--- config.mk ---
export PLATFORM = sky130hd
export DESIGN_NAME = instr_fetch_unit_flat
export DESIGN_NICKNAME = d
export VERILOG_FILES = /design/src/rtl/instr_fetch_unit_pkg.sv /design/src/rtl/instr_fetch_unit_if.sv /design/src/rtl/instr_fetch_unit_fetch_decode.sv /design/src/rtl/instr_fetch_unit.sv /design/src/flat_wrapper.sv
export SDC_FILE = /design/constraint.sdc
export NUM_CORES = 1
export LEC_CHECK = 0
export ABC_AREA = 1
export CAP_MARGIN = 20
export CORE_MARGIN = 10
export CORE_UTILIZATION = 37
export DETAILED_ROUTE_END_ITERATION = 8
export PLACE_DENSITY = 0.88
export SLEW_MARGIN = 10
export SYNTH_ARGS = -nofsm -noshare
export SYNTH_HDL_FRONTEND = slang
export SYNTH_SLANG_ARGS = --single-unit
--- constraint.sdc ---
create_clock -name clk -period 3.55 [get_ports clk]
set_input_delay 0.71 -clock clk [delete_from_list [all_inputs] [get_ports clk]]
set_output_delay 0.71 -clock clk [all_outputs]
set_load 0.02 [all_outputs]
--- src/rtl/instr_fetch_unit_pkg.sv ---
// Shared definitions for the fetch unit and the PC/next-address logic:
// FSM encoding, opcode/funct constants and next-PC source encodings.
package instr_fetch_unit_pkg;

  // Fetch FSM encoding, kept as plain constants for legacy tools
  localparam logic [2:0] ST_IDLE = 3'd0;
  localparam logic [2:0] ST_REQ  = 3'd1;
  localparam logic [2:0] ST_WAIT = 3'd2;
  localparam logic [2:0] ST_HOLD = 3'd3;
  localparam logic [2:0] ST_ERR  = 3'd4;

  // Opcodes that steer the next PC
  localparam logic [5:0] OPC_RTYPE = 6'h00;
  localparam logic [5:0] OPC_J     = 6'h02;
  localparam logic [5:0] OPC_JAL   = 6'h03;

  // R-type functs that steer the next PC
  localparam logic [5:0] JR_FUNCT      = 6'h08;
  localparam logic [5:0] SYSCALL_FUNCT = 6'h0C;

  // Next-PC source select, shared with the address generator
  localparam logic [1:0] PCSRC_SEQ     = 2'b00;
  localparam logic [1:0] PCSRC_JUMP    = 2'b01;
  localparam logic [1:0] PCSRC_JR      = 2'b10;
  localparam logic [1:0] PCSRC_SYSCALL = 2'b11;

  typedef logic [2:0] fetch_state_t;

  // Next-PC control fields decoded from the held instruction
  typedef struct packed {
    logic [1:0]  pcsrc;
    logic [25:0] jump;
    logic [16:0] imm;
  } next_pc_ctl_t;

  // Instruction fetches must be word aligned
  function automatic logic word_aligned(input logic [1:0] lsb);
    return lsb == 2'b00;
  endfunction

endpackage

--- src/rtl/instr_fetch_unit_if.sv ---
// Instruction-memory request/grant/response bus.
// master = fetch unit, slave = instruction memory.
interface instr_fetch_unit_if;
  logic        req;
  logic [31:0] addr;
  logic        gnt;
  logic        rvalid;
  logic [31:0] rdata;

  modport master (output req, output addr, input gnt, input rvalid, input rdata);
  modport slave  (input req, input addr, output gnt, output rvalid, output rdata);
endinterface

--- src/rtl/instr_fetch_unit_fetch_decode.sv ---
// Combinational next-PC field decode from the held instruction word.
// pcsrc is forced to sequential whenever no valid word is held.
module fetch_decode
  import instr_fetch_unit_pkg::*;
(
  input  logic [31:0]  instr,
  input  logic         valid,
  output next_pc_ctl_t ctl
);
  logic [5:0] opcode;
  logic [5:0] funct;

  assign opcode = instr[31:26];
  assign funct  = instr[5:0];

  // Select the next-PC source; jump target and offset are raw fields
  always_comb begin
    ctl.pcsrc = PCSRC_SEQ;
    if (valid) begin
      if (opcode == OPC_J || opcode == OPC_JAL)
        ctl.pcsrc = PCSRC_JUMP;
      else if (opcode == OPC_RTYPE && funct == JR_FUNCT)
        ctl.pcsrc = PCSRC_JR;
      else if (opcode == OPC_RTYPE && funct == SYSCALL_FUNCT)
        ctl.pcsrc = PCSRC_SYSCALL;
    end
    ctl.jump = instr[25:0];
    ctl.imm  = {instr[15], instr[15:0]};
  end
endmodule

--- src/rtl/instr_fetch_unit.sv ---
// Instruction fetch: requests the word at pc, holds it until decode
// consumes it, decodes next-PC controls and stalls the PC meanwhile.
// Responses are in order; outstanding/drop counters let flushed
// requests drain while a fresh request is already in flight.
module instr_fetch_unit
  import instr_fetch_unit_pkg::*;
(
  input  logic                      clk,
  input  logic                      rst,
  input  logic [31:0]               pc,
  input  logic                      flush,
  instr_fetch_unit_if.master        imem,
  output logic                      instr_valid,
  output logic [31:0]               instr,
  input  logic                      instr_ready,
  output logic                      pc_stall,
  output logic [1:0]                pcsrc,
  output logic [25:0]               jump,
  output logic [16:0]               imm,
  output logic                      misaligned
);
  fetch_state_t state, state_nxt;
  logic [1:0]   outst, outst_nxt;   // requests granted, response not yet seen
  logic [1:0]   drop, drop_nxt;     // of those, responses to be discarded
  logic         accept;
  logic         rsp;
  logic         capture;
  logic         flushable;
  next_pc_ctl_t ctl;

  // A misaligned pc never reaches the bus
  assign imem.req  = (state == ST_REQ) && word_aligned(pc[1:0]);
  assign imem.addr = imem.req ? pc : 32'h0;

  assign accept    = imem.req && imem.gnt;
  assign rsp       = imem.rvalid && (outst != 2'd0);
  assign flushable = (state == ST_REQ) || (state == ST_WAIT) || (state == ST_HOLD);
  assign capture   = (state == ST_WAIT) && rsp && (drop == 2'd0) && !flush;

  assign pc_stall   = !((state == ST_HOLD) && instr_ready);
  assign misaligned = (state == ST_ERR);

  // Track in-flight requests; a flush turns every in-flight one into a drop
  always_comb begin
    outst_nxt = outst + {1'b0, accept} - {1'b0, rsp};
    drop_nxt  = drop;
    if (rsp && drop != 2'd0)
      drop_nxt = drop - 2'd1;
    if (flush && flushable)
      drop_nxt = outst_nxt;
  end

  // Fetch sequencing; flush outranks grant, response and consume
  always_comb begin
    state_nxt = state;
    case (state)
      ST_IDLE: state_nxt = ST_REQ;
      ST_REQ: begin
        if (flush)
          state_nxt = accept ? ST_WAIT : ST_REQ;
        else if (!word_aligned(pc[1:0]))
          state_nxt = ST_ERR;
        else if (accept)
          state_nxt = ST_WAIT;
      end
      ST_WAIT: begin
        if (flush)
          state_nxt = ST_REQ;
        else if (rsp) begin
          if (drop == 2'd0)
            state_nxt = ST_HOLD;
          else if (outst == drop)
            // only dropped requests were in flight: fetch again
            state_nxt = ST_REQ;
        end
      end
      ST_HOLD: begin
        if (flush || instr_ready)
          state_nxt = ST_REQ;
      end
      ST_ERR:  state_nxt = ST_ERR;
      default: state_nxt = ST_IDLE;
    endcase
  end

  // State, counters and the held instruction register
  always_ff @(posedge clk) begin
    if (rst) begin
      state       <= ST_IDLE;
      outst       <= 2'd0;
      drop        <= 2'd0;
      instr_valid <= 1'b0;
      instr       <= 32'h0;
    end else begin
      state <= state_nxt;
      outst <= outst_nxt;
      drop  <= drop_nxt;
      if (capture) begin
        instr       <= imem.rdata;
        instr_valid <= 1'b1;
      end else if (state == ST_HOLD && (flush || instr_ready)) begin
        instr_valid <= 1'b0;
      end
    end
  end

  fetch_decode u_decode (
    .instr (instr),
    .valid (instr_valid),
    .ctl   (ctl)
  );

  assign pcsrc = ctl.pcsrc;
  assign jump  = ctl.jump;
  assign imm   = ctl.imm;

endmodule

--- src/flat_wrapper.sv ---
// flat-port wrapper written by rule: the top's interface ports become plain ports
module instr_fetch_unit_flat import instr_fetch_unit_pkg::*;
  (clk, rst, pc, flush, instr_valid, instr, instr_ready, pc_stall, pcsrc, jump, imm, misaligned, imem_req, imem_addr, imem_gnt, imem_rvalid, imem_rdata);
  instr_fetch_unit_if imem_i ();
  input  logic clk;
  input  logic rst;
  input  logic [31:0] pc;
  input  logic flush;
  output logic instr_valid;
  output logic [31:0] instr;
  input  logic instr_ready;
  output logic pc_stall;
  output logic [1:0] pcsrc;
  output logic [25:0] jump;
  output logic [16:0] imm;
  output logic misaligned;
  output wire logic [$bits(imem_i.req)-1:0] imem_req;
  output wire logic [$bits(imem_i.addr)-1:0] imem_addr;
  input wire logic [$bits(imem_i.gnt)-1:0] imem_gnt;
  input wire logic [$bits(imem_i.rvalid)-1:0] imem_rvalid;
  input wire logic [$bits(imem_i.rdata)-1:0] imem_rdata;
  assign imem_req = imem_i.req;
  assign imem_addr = imem_i.addr;
  assign imem_i.gnt = imem_gnt;
  assign imem_i.rvalid = imem_rvalid;
  assign imem_i.rdata = imem_rdata;
  instr_fetch_unit u_core (.clk(clk), .rst(rst), .pc(pc), .flush(flush), .imem(imem_i), .instr_valid(instr_valid), .instr(instr), .instr_ready(instr_ready), .pc_stall(pc_stall), .pcsrc(pcsrc), .jump(jump), .imm(imm), .misaligned(misaligned));
endmodule
==> impl_metrics.yaml, run 1 <==
synth:
  synthCells: 367
  ys_seq_area_share_pct: 33.8
  synth-seq-cells: 40
  synth_cell_type_count: 26
  avgSynthCellArea_um2: 6.46
  netlist_area_um2: 2370
  yosys_warnings: 0
floorplanning:
  die_area_um2: 10000
  die_h_um: 100
  rows: 29
  coreArea_um2: 6280
  die_w_um: 100
  io_pins: 183
  initial_core_util_pct: 37.8
power_and_ir_drop:
  leakagePower_nw: 1.70
  power.density_nw_per_um2: 276
  ir_drop_mv: 0.160
sta:
  fin_setup_tns_ns: 0
  fmax_mhz: 328
  slew_viol_final: 0
  skew_ns: 0.00969
  hold_violations: 0
  timing.slew.headroom_pct: 65.8
  fin_crit_sh_pct: 85.8
  tightest_slew_ns: 0.513
  rsz0062_at_grt: "false"
  finalSetupViolations: 0
  period_minus_slack_ns: 3.05
global_route:
  grt_first_pass_wirelength_um: 12900
  grt_overflow: 0
  grt_max_degree: 27
  antenna_found_initial: 0
  track_usage_pct: 15.5
  first_global_vias: 2579
final_layout:
  drive_above_1_share_pct: 3.58
  area_delta_synth_final_pct: 68.4
  antenna-diode-count: 0
  design_area_um2: 4000
  fillerInstances: 580
  nets: 574
  mostFrequentLayoutCell: "clkdlybuf4s50_1"
  layout_common_cells: "clkdlybuf4s50_1, nor2_1, inv_1, nand2_1, dfxtp_1"
  multi_input_area_um2: 945
  seq_area_um2: 801
worst_setup_path:
  required_ns: 2.84
  crit_fanout: 21
  path_class: "input port to primary output"
  cp-end-kind: "primary output"
  cp.arrival_ns: 2.34
  startpoint_type: "input port"
  reg2reg_depth: 8
status:
  outcome: "finished clean"
clock_tree:
  cts_max_path_buffers: 2
  clock-root-buffer: "clkbuf_8"
  holdBufCountCts: 0
  post_cts_resized: 0
  cts_buffers: 5
  cts.sinks: 40
  postCtsSetupBuffers: 0
  cts_tree: "built"
  htree_levels: 2
  path_clk_slew_ns: 0.07
  clkLatencyLatePin_ns: 0.28
routing:
  antenna_left: 0
  vias_per_cell: 4.49
  first_pass_iters: 4
  drc: 0
  post_drt_wl_per_cell_um: 14.5
  vias: 2602
  wl_um: 8380
  drtIter0Drc: 108
place:
  postPlaceCellArea_um2: 3890
  port_buffers: 180
  hpwl_um: 7100
  routabilityCongestion: 0.769
job:
  cap_violations: 0
worst_hold_path:
  holdPathStages: 2
  hold_class: "register to register"
[registers in the layout, indices dropped and copies added (netlist names)]
signal              cells
u_core.state            3
u_core.instr           32
u_core.outst            2
u_core.instr_valid      1
u_core.drop             2
[cell usage after synthesis]
library cell	count	area share, %
nor2_1	99	16
o21ai_1	3	0.63
conb_1	1	0.16
nor3_4	1	0.69
o21ai_0	31	6.5
buf_2	3	0.63
inv_1	56	8.9
a21boi_0	1	0.32
ha_1	2	1.1
clkbuf_1	5	0.79
buf_4	45	14
or3_1	1	0.26
inv_2	1	0.16
nor3_1	3	0.63
nor2_4	1	0.47
nand3_2	1	0.42
or2_2	2	0.53
o21ai_2	1	0.37
dfxtp_1	40	34
buf_6	4	1.9
nand3_1	4	0.84
a31oi_1	1	0.26
nand2_1	45	7.1
a21oi_1	10	2.1
nand4_1	3	0.79
nor4_1	3	0.79
[power breakdown]
part | switching (mW) | internal (mW) | total, mW
Clock | 0.153 | 0.209 | 0.362
Combinational | 0.129 | 0.137 | 0.266
Sequential | 0.0128 | 0.461 | 0.474
[final timing paths]
check,startpoint,to,slack (ns)
setup reg to reg,u_core.drop[0],u_core.instr[7],1.69
hold reg to reg,u_core.instr[31],u_core.instr[31],0.48
setup / recovery,pc[1],imem_addr[19],0.50
hold / removal,u_core.instr[31],u_core.instr[31],0.48
[routing by layer]
layer  up-vias  part of all wire [%]  GRT usage (%)
met2       108                    52           28.4
met3         4                   9.7           6.73
met1      1162                    37           16.2
li1       1328                     -              -
met4         0                  0.63           2.72
met5         -                     0              0
[critical path: stages]
cell	delay, ns
clkdlybuf4s50_1	0.39
nor2_1	0.18
nand2_1	0.10
buf_4	0.21
nor2_1	0.12
clkdlybuf4s50_1	0.62
[logic make-up after synthesis]
group	after synthesis	synth area share, %
adder cells (fa/ha/maj)	2	1.05
flip-flops	40	33.8
AND/OR/NAND/NOR	163	28.2
other	1	0.158
buffers and inverters	114	26.6
AO/OA/AOI/OAI	47	10.2
[final cells by class]
class | count | share of cell area (%)
Timing Repair Buffer | 184 | 45.9
Multi-Input combinational cell | 214 | 23.6
Sequential cell | 40 | 20.0
Inverter | 57 | 5.36
Tap cell | 77 | 2.41
Clock buffer | 6 | 1.82
Clock inverter | 2 | 0.877
[per-stage QoR]
| step | hold slack (ns) | cells | utilization [%] | power (mW) | setup WS [ns] |
|---|---|---|---|---|---|
| global placement | 0.465 | 572 | 61.9 | 0.743 | 0.565 |
| finish | 0.481 | 580 | 63.6 | 1.10 | 0.505 |
| global route | 0.511 | 580 | 63.6 | 1.16 | 0.377 |
| floorplan | 0.541 | 368 | - | 0.621 | 1.31 |
| detailed placement | 0.473 | 572 | 61.9 | 0.751 | 0.486 |
| CTS | 0.485 | 580 | 63.6 | 1.12 | 0.481 |
(Power assumes the default switching activity.)
==> inputs of run 2 (changes only) <==
--- a/config.mk
+++ b/config.mk
@@ -11,7 +11,6 @@
 export CORE_UTILIZATION = 37
 export DETAILED_ROUTE_END_ITERATION = 8
 export PLACE_DENSITY = 0.88
-export SLEW_MARGIN = 10
 export SYNTH_ARGS = -nofsm -noshare
 export SYNTH_HDL_FRONTEND = slang
 export SYNTH_SLANG_ARGS = --single-unit
==> results of run 2 <==
Final layout, timing and power as in run 1 (identical DEF).
==> inputs of run 3 (changes only) <==
--- a/config.mk
+++ b/config.mk
@@ -7,7 +7,7 @@
 export LEC_CHECK = 0
 export ABC_AREA = 1
 export CAP_MARGIN = 20
-export CORE_MARGIN = 10
+export CORE_MARGIN = 1.5
 export CORE_UTILIZATION = 37
 export DETAILED_ROUTE_END_ITERATION = 8
 export PLACE_DENSITY = 0.88
==> constraint.sdc (replaced) <==
create_clock -name clk -period 3.55 [get_ports clk]
set_input_delay 0.355 -clock clk [delete_from_list [all_inputs] [get_ports clk]]
set_output_delay 0.355 -clock clk [all_outputs]
set_load 0.02 [all_outputs]
==> run 3 against run 2 <==
  * Routed wire length is 15% lower
  * Register-to-register slack hardly changed
  * First-iteration DRC count is 2.8% lower
  * Design area is 0.16% lower
  * Worst hold slack better by 0.0037 ns
  * Non-clock buffer count is 3 lower
  * Largest power group unchanged
  * Clock power is 12% higher
==> impl_metrics.yaml, run 3 (synthesis gave the netlist of run 1 again) <==
status:
  outcome: "finished clean"
place:
  routabilityCongestion: 0.811
  port_buffers: 180
  place_ws_ns: 0.707
  dp.cells: 567
  hpwl_um: 5670
  postPlaceCellArea_um2: 3860
sta:
  fin_crit_sh_pct: 83.6
  hold_slack_ns: 0.485
  fin_setup_tns_ns: 0
  timing.slew.headroom_pct: 35.8
  rsz0062_at_grt: "false"
  fmax_mhz: 337
  finalSetupViolations: 0
  period_minus_slack_ns: 2.97
  hold_violations: 0
  skew_ns: 0.00519
  fin_ws_ns: 0.583
  tightest_slew_ns: 0.961
  slew_viol_final: 0
routing:
  drc: 0
  post_drt_wl_per_cell_um: 12.4
  vias_per_cell: 4.38
  wl_um: 7120
  drtIter0Drc: 105
  antenna_left: 0
  first_pass_iters: 5
  vias: 2520
final_layout:
  mostFrequentLayoutCell: "clkdlybuf4s50_1"
  drive_above_1_share_pct: 3.20
  layout_common_cells: "clkdlybuf4s50_1, nor2_1, inv_1, nand2_1, dfxtp_1"
  antenna-diode-count: 0
  regMostFlops: "u_core.instr"
  area_delta_synth_final_pct: 68.1
  fin_cells: 575
  design_area_um2: 3990
  final_core_util_pct: 65.8
  nets: 571
  fillerInstances: 533
  largest_reg_flops: 32
  largestRegisters: "u_core.instr: 32 flops, u_core.state: 3 flops"
clock_tree:
  postCtsSetupBuffers: 0
  cts_tree: "built"
  holdBufCountCts: 0
  cts_max_path_buffers: 2
  clkLatencyLatePin_ns: 0.29
  path_clk_slew_ns: 0.08
  htree_levels: 2
  cts.sinks: 40
  cts_buffers: 5
  post_cts_resized: 0
  clock-root-buffer: "clkbuf_8"
power_and_ir_drop:
  swShare_pct: 26.0
  ir_drop_mv: 0.254
  p_total_mw: 1.14
  power.density_nw_per_um2: 286
  p_int_uw: 845
  p_switching_uw: 297
  comb_power_share_pct: 23.1
  p_seq_share_pct: 41.5
  leakagePower_nw: 1.69
  p_clk_share_pct: 35.4
floorplanning:
  coreArea_um2: 6060
  die_h_um: 83.1
  initial_core_util_pct: 39.1
  rows: 28
  die_area_um2: 6900
  die_w_um: 83.1
  io_pins: 183
worst_hold_path:
  hold_class: "register to register"
worst_setup_path:
  required_ns: 3.19
  path_class: "register to primary output"
  crit_fanout: 31
  startpoint_type: "register"
  cp-end-kind: "primary output"
  cp.arrival_ns: 2.61
job:
  cap_violations: 0
global_route:
  track_usage_pct: 20.3
  grt_max_degree: 41
  grt_first_pass_wirelength_um: 11600
  antenna_found_initial: 0
  grt_overflow: 0
  first_global_vias: 2524
[run 3: routing by layer]
layer | vias to the layer above | global-route usage (%) | wire length, um
li1 | 1326 | - | -
met1 | 1102 | 21.7 | 2830
met2 | 80 | 38.5 | 3800
met3 | 12 | 5.27 | 367
met4 | 0 | 6.67 | 119
met5 | - | 0 | 0
[run 3: final timing paths]
check                                      start          endpoint  slack, ns  depth (start not counted)
worst min register to register  u_core.instr[31]  u_core.instr[31]       0.48                          2
worst max register to register   u_core.state[1]   u_core.state[1]       1.69                          9
worst min-delay path            u_core.instr[31]  u_core.instr[31]       0.48                          2
worst max-delay path             u_core.state[1]     imem_addr[24]       0.58                          6
[run 3: final cells by class]
cell class / instances / area, um^2 / area share (%)
clock inverters: 1 / 30.0 / 0.753
well taps: 75 / 93.8 / 2.35
flip-flops and latches: 40 / 801 / 20.1
clock buffers: 7 / 96.3 / 2.42
repair buffers: 181 / 1810 / 45.4
multi-input cells: 214 / 945 / 23.7
inverters: 57 / 214 / 5.36
[run 3: power by group through the flow]
stage,Combinational (mW),Sequential [mW],Clock (mW)
2_1_floorplan,0.137,0.484,0
3_3_place_gp,0.256,0.484,0
3_5_place_dp,0.263,0.485,0
4_1_cts,0.264,0.474,0.417
5_1_grt,0.296,0.477,0.442
6_report,0.263,0.475,0.404
[run 3: worst max-delay path, stage by stage, from the launching register on]
cell and delay (ns):
dfxtp_1 0.33, inv_1 0.16, nand2_1 0.12, nor2_1 0.14, nand2_1 0.56, nor2_1 0.33, clkdlybuf4s50_1 0.68
